[config.mk]
export PLATFORM = sky130hd
export DESIGN_NAME = ks_adder_pipe
export DESIGN_NICKNAME = d
export VERILOG_FILES = /design/src/rtl/ks_adder_pipe.sv
export SDC_FILE = /design/constraint.sdc
export NUM_CORES = 1
export LEC_CHECK = 0
export CAP_MARGIN = 20
export CORE_UTILIZATION = 40
export DETAILED_ROUTE_END_ITERATION = 6
export PLACE_DENSITY_LB_ADDON = 0.1
export SLEW_MARGIN = 40
export SYNTH_ARGS = -nofsm -noshare
export SYNTH_HDL_FRONTEND = slang
export SYNTH_SLANG_ARGS = --single-unit
[constraint.sdc]
create_clock -name clk -period 3.5 [get_ports clk]
set_input_delay 0.525 -clock clk [delete_from_list [all_inputs] [get_ports clk]]
set_output_delay 0.525 -clock clk [all_outputs]
set_load 0.01 [all_outputs]
[src/rtl/ks_adder_pipe.sv]
// rtl/ks_adder_pipe.sv - pipelined Kogge-Stone adder with valid/ready handshake and global stall
// Optional subtract mode when KS_ADDER_SUB_EN is defined (adds the sub input port).
module ks_adder_pipe #(
  parameter int WIDTH       = 8,
  parameter int PIPE_LEVELS = 1
) (
  input  logic             clk,
  input  logic             rst,
  input  logic             in_valid,
  output logic             in_ready,
  input  logic [WIDTH-1:0] a,
  input  logic [WIDTH-1:0] b,
  input  logic             c0,
`ifdef KS_ADDER_SUB_EN
  input  logic             sub,
`endif
  output logic             out_valid,
  input  logic             out_ready,
  output logic [WIDTH-1:0] sum,
  output logic [WIDTH-1:0] c_o,
  output logic             cout
);

  localparam int L  = $clog2(WIDTH);
  localparam int NG = (L + PIPE_LEVELS - 1) / PIPE_LEVELS;

  logic             adv;
  logic [WIDTH-1:0] b_eff;
  logic             c_eff;
  logic [WIDTH-1:0] p_in;
  logic [WIDTH-1:0] g_in;

  // stage s holds the prefix state entering group s; the last stage holds the result
  logic [WIDTH-1:0] grp_g_r [NG];
  logic [WIDTH-1:0] grp_p_r [NG];
  logic [WIDTH-1:0] p_r     [NG];
  logic [NG-1:0]    c0_r;
  logic [NG:0]      vld;
  logic [WIDTH-1:0] sum_r;
  logic [WIDTH-1:0] co_r;

  logic [WIDTH-1:0] nxt_g [NG];
  logic [WIDTH-1:0] nxt_p [NG];
  logic [WIDTH-1:0] gv, pv, gn, pn;
  logic [WIDTH-1:0] fin_g;
  logic [WIDTH-1:0] sum_nxt;

  assign adv      = !out_valid || out_ready;
  assign in_ready = adv;

`ifdef KS_ADDER_SUB_EN
  assign b_eff = b ^ {WIDTH{sub}};
  assign c_eff = c0 ^ sub;
`else
  assign b_eff = b;
  assign c_eff = c0;
`endif

  always_comb begin
    p_in    = a ^ b_eff;
    g_in    = a & b_eff;
    g_in[0] = g_in[0] | (p_in[0] & c_eff);
  end

  // level k belongs to group k/PIPE_LEVELS; the top level clips at the MSB for non-power-of-2 widths
  always_comb begin
    gv = '0;
    pv = '0;
    gn = '0;
    pn = '0;
    for (int s = 0; s < NG; s++) begin
      gv = grp_g_r[s];
      pv = grp_p_r[s];
      for (int k = 0; k < L; k++) begin
        if (k / PIPE_LEVELS == s) begin
          gn = gv;
          pn = pv;
          for (int i = (1 << k); i < WIDTH; i++) begin
            gn[i] = gv[i] | (pv[i] & gv[i - (1 << k)]);
            pn[i] = pv[i] & pv[i - (1 << k)];
          end
          gv = gn;
          pv = pn;
        end
      end
      nxt_g[s] = gv;
      nxt_p[s] = pv;
    end
  end

  assign fin_g   = nxt_g[NG-1];
  assign sum_nxt = p_r[NG-1] ^ {fin_g[WIDTH-2:0], c0_r[NG-1]};

  always_ff @(posedge clk or posedge rst) begin
    if (rst) begin
      vld   <= '0;
      c0_r  <= '0;
      sum_r <= '0;
      co_r  <= '0;
      for (int s = 0; s < NG; s++) begin
        grp_g_r[s] <= '0;
        grp_p_r[s] <= '0;
        p_r[s]     <= '0;
      end
    end else if (adv) begin
      vld        <= {vld[NG-1:0], in_valid};
      grp_g_r[0] <= g_in;
      grp_p_r[0] <= p_in;
      p_r[0]     <= p_in;
      c0_r[0]    <= c_eff;
      for (int s = 1; s < NG; s++) begin
        grp_g_r[s] <= nxt_g[s-1];
        grp_p_r[s] <= nxt_p[s-1];
        p_r[s]     <= p_r[s-1];
        c0_r[s]    <= c0_r[s-1];
      end
      sum_r <= sum_nxt;
      co_r  <= fin_g;
    end
  end

  assign out_valid = vld[NG];
  assign sum       = sum_r;
  assign c_o       = co_r;
  assign cout      = co_r[WIDTH-1];

endmodule

Word-level counts from Yosys, hierarchy flattened --
Index checks and enable logic that the tools add are counted.
Word-level totals: flip-flop bits (word level) 87, input port bits 21, output and inout bits 19, word-level logic and storage cells 66
Operators by class: bitwise operators 52, reduce and logical (&&, ||, !) cells 2
Operators with widths (count):
- $and 1x1->1 | 31
- $or 1x1->1 | 18
- $xor 8x8->8 | 2
- $and 8x8->8 | 1
- $logic_not 1->1 | 1
- $logic_or 1x1->1 | 1

Depth between registers and ports, before layout --
word-level depth 3, gate-level depth with buffers 6, gate-level depth less buffers 4

Worst setup path after synthesis --
Ideal clock, no wire load.
path kind in2out, start point input out_ready, end point output in_ready, arrival 0.871 ns, required time 2.975 ns, slack 2.104 ns, stages 3, buffers on the path 1, path through nor2b_4 > inv_2 > buf_2
Between the ends: word-level cells in the longest chain between the ends 1
RTL lines:
- from (decl) | line 18 | input logic out_ready,
- $logic_or 1x1->1 | line 48 | assign adv = !out_valid || out_ready;
- to (decl) | line 10 | output logic in_ready,
No other way between the ends.

Worst setup path after layout --
Ends and elaborated chain as after synthesis.

==> flow_summary.toml <==
[status]
status = "finished clean"

[cells_and_area]
stdcell_area_mm2 = 0.00391
fill_cells = 792
finalNonFillerCells = 493
utilization = 0.499
nets = 416
syn_to_final_growth_pct = 19.2
diodes = 0
layout-drive-gt1-share = 0.0537

[detailed_routing]
post_drt_wl_per_cell_um = 11.8
ant_nets = 0
firstDrtPassIters = 4
wirelength_um = 5830
drtIter0Drc = 163
drc = 0
num_vias = 2284
detail_route.vias_per_cell = 4.63

[power]
peakVddDrop_mv = 0.244
power_density_mw_per_mm2 = 816
leakagePower_nw = 1.94
finalPower_mw = 3.19

[synth]
synth_cells = 351
async_flop_share = 1.00
synth_common_cells = "nand2_1, dfrtp_1, a21oi_1, o21ai_0, nand3_1"
ys_types = 17
ys_ff_latch = 81
synth.area.top_cells = "dfrtp_1, nand2_1, a21oi_1, ha_1, o21ai_0"
synth_top_area_cell = "dfrtp_1"
synth_edf_count = 0
synth_warnings = 0
synth_fp_nets = 380
synth_flop_cell = "dfrtp_1"
postSynthAreaPerCell_um2 = 9.35
syn-cell-area_mm2 = 0.00328
synth.most_common_cell = "nand2_1"
yosysSeqAreaShare = 0.618
synth_top_cell_area_share = 0.618

[timing]
period_needed_ns = 2.18
relSlewSlack = 0.562
finalHoldViolCount = 0
worst_slack_ns = 1.32
tns_ns = 0
final.setup_skew_ns = 0.0107
drv_slew = 0
fin_crit_sh = 0.623
setup_viol = 0
tightest_slew_ns = 0.657
grt_setup_unrepaired = "no"
holdWs_ns = 0.469
fmax_mhz = 459

[floorplanning]
die_w_um = 92.6
die_h_um = 92.6
io_pins = 40
core.rowCount = 32
fp.dieArea_mm2 = 0.00857
start_util = 0.418
core_mm2 = 0.00785

[setup_path]
crit_buf_inv = 3
critPathRequiredTime_ns = 2.97
crit_path_end_kind = "output pin"
cp_top_family = "buffers and inverters"
timing.rr.start = "vld[3]$_DFFE_PP0P_"
max_stage_delay_ns = 0.53
crit_path_cell_trace = "clkdlybuf4s50_1, nor2b_4, inv_2, clkdlybuf4s50_1"
r2r_setup_slack_ns = 2.06
worstReg2RegEnd = "grp_p_r[7]$_DFFE_PP0P_"
cp_common_cell = "clkdlybuf4s50_1"
critPathMaxFanout = 2
start_kind = "primary input"
crit_slowest_cell = "clkdlybuf4s50_1"
critPathArrivalTime_ns = 1.65
rr_worst_depth = 5
worstSetupPathType = "primary input to output pin"

[global_routing]
antenna_found_initial = 0
grt_pass1_wl_um = 10200
grtUsageTotal = 0.154
gr-total-overflow = 0
grt_max_degree = 95
grt_pass1_vias = 2170

[clocking]
ctsResizeCount = 0
insertion_delay_ns = 0.34
numCtsBuffers = 9
cts_setup_buffers = 0
cts_tree = "yes"
cts.hold.buffers_added = 0
htreeDepth = 3
clock-sinks = 81
path_clk_slew_ns = 0.07
clockRootBuffer = "clkbuf_8"
clock_path_buffers = 2

[worst_hold_path]
hold_path_depth = 2
hp-class = "register to register"
min_to = "grp_p_r[8]$_DFFE_PP0P_"
worstHoldStart = "grp_p_r[8]$_DFFE_PP0P_"

[place]
place_area_mm2 = 0.00371
dp_hpwl_um = 3700
placed_cells = 478
dpl_worst_slack_ns = 1.28
portBuffers = 39
place.gp.congestion = 0.741

[job]
maxCapViolCount = 0
-- report_power, final --
group          leakage [nW]  switching, mW  total, mW  internal, mW
Sequential             1.01          0.266       1.58          1.32
Clock                 0.102          0.316      0.679         0.363
Combinational         0.822          0.484      0.930         0.445
Total                  1.94           1.07       3.19          2.12
-- kinds of logic after synthesis --
group | count (synthesis) | synth area share
XOR/XNOR | 8 | 0.0214
AND/OR/NAND/NOR | 190 | 0.225
AO/OA/AOI/OAI | 44 | 0.0671
buffers and inverters | 20 | 0.0385
flip-flops | 81 | 0.618
adder cells (fa/ha/maj) | 8 | 0.0305
-- how the worst max path moves through the flow --
stage	endpoint	startpoint	depth (start not counted)	slack [ns]
2_1_floorplan	c0_r[0]$_DFFE_PP0P_	rst	1	0.89
3_3_place_gp	in_ready	out_ready	4	1.32
3_5_place_dp	sum[0]$_DFFE_PP0P_	out_ready	4	1.28
4_1_cts	in_ready	out_ready	4	1.32
5_1_grt	in_ready	out_ready	4	1.30
6_report	in_ready	out_ready	4	1.32
-- worst min-delay path: cells and delay by family (launching register included) --
kind             cells  cell delay, ns
and+or+nand+nor      2            0.10
DFF                  1            0.34
-- metal layers --
metal  track usage  part of all wire  vias up
li1              -                 -     1184
met1         0.206              0.51     1058
met2         0.238              0.45       33
met3        0.0320             0.024        9
met4        0.0703             0.016        0
met5             0                 0        -
-- cells in the final DEF, fill, tap and decap left out, types with 2 or more instances in the layout --
cell             netlist  layout
o21ai_0               20      20
clkbuf_8               0      11
xnor2_1                5       5
clkdlybuf4s50_1        0      39
xor2_1                 3       3
nor2_1                 6       6
dfrtp_1               81      81
clkinv_2               0       2
ha_1                   8       8
nand2_1              172     172
nand3_1               10      10
a21oi_1               24      24
buf_4                  8       3
-- flip-flops by register name, indices dropped and copies added, names as in the netlist --
register  cells
vld           4
c_o           8
grp_p_r      12
grp_g_r      20
c0_r          3
p_r          22
fin_g         4
sum           8
-- layout make-up --
| class | instances | area, µm² | area share |
|---|---|---|---|
| multi-input combinational | 250 | 1130 | 0.288 |
| tap | 102 | 128 | 0.0326 |
| clock buffer | 12 | 155 | 0.0397 |
| sequential | 81 | 2030 | 0.518 |
| clock inverter | 3 | 40.0 | 0.0102 |
| timing repair buffer | 43 | 424 | 0.108 |
| inverter | 2 | 10.0 | 0.00256 |
No activity file was read; power rests on OpenSTA's default activity.
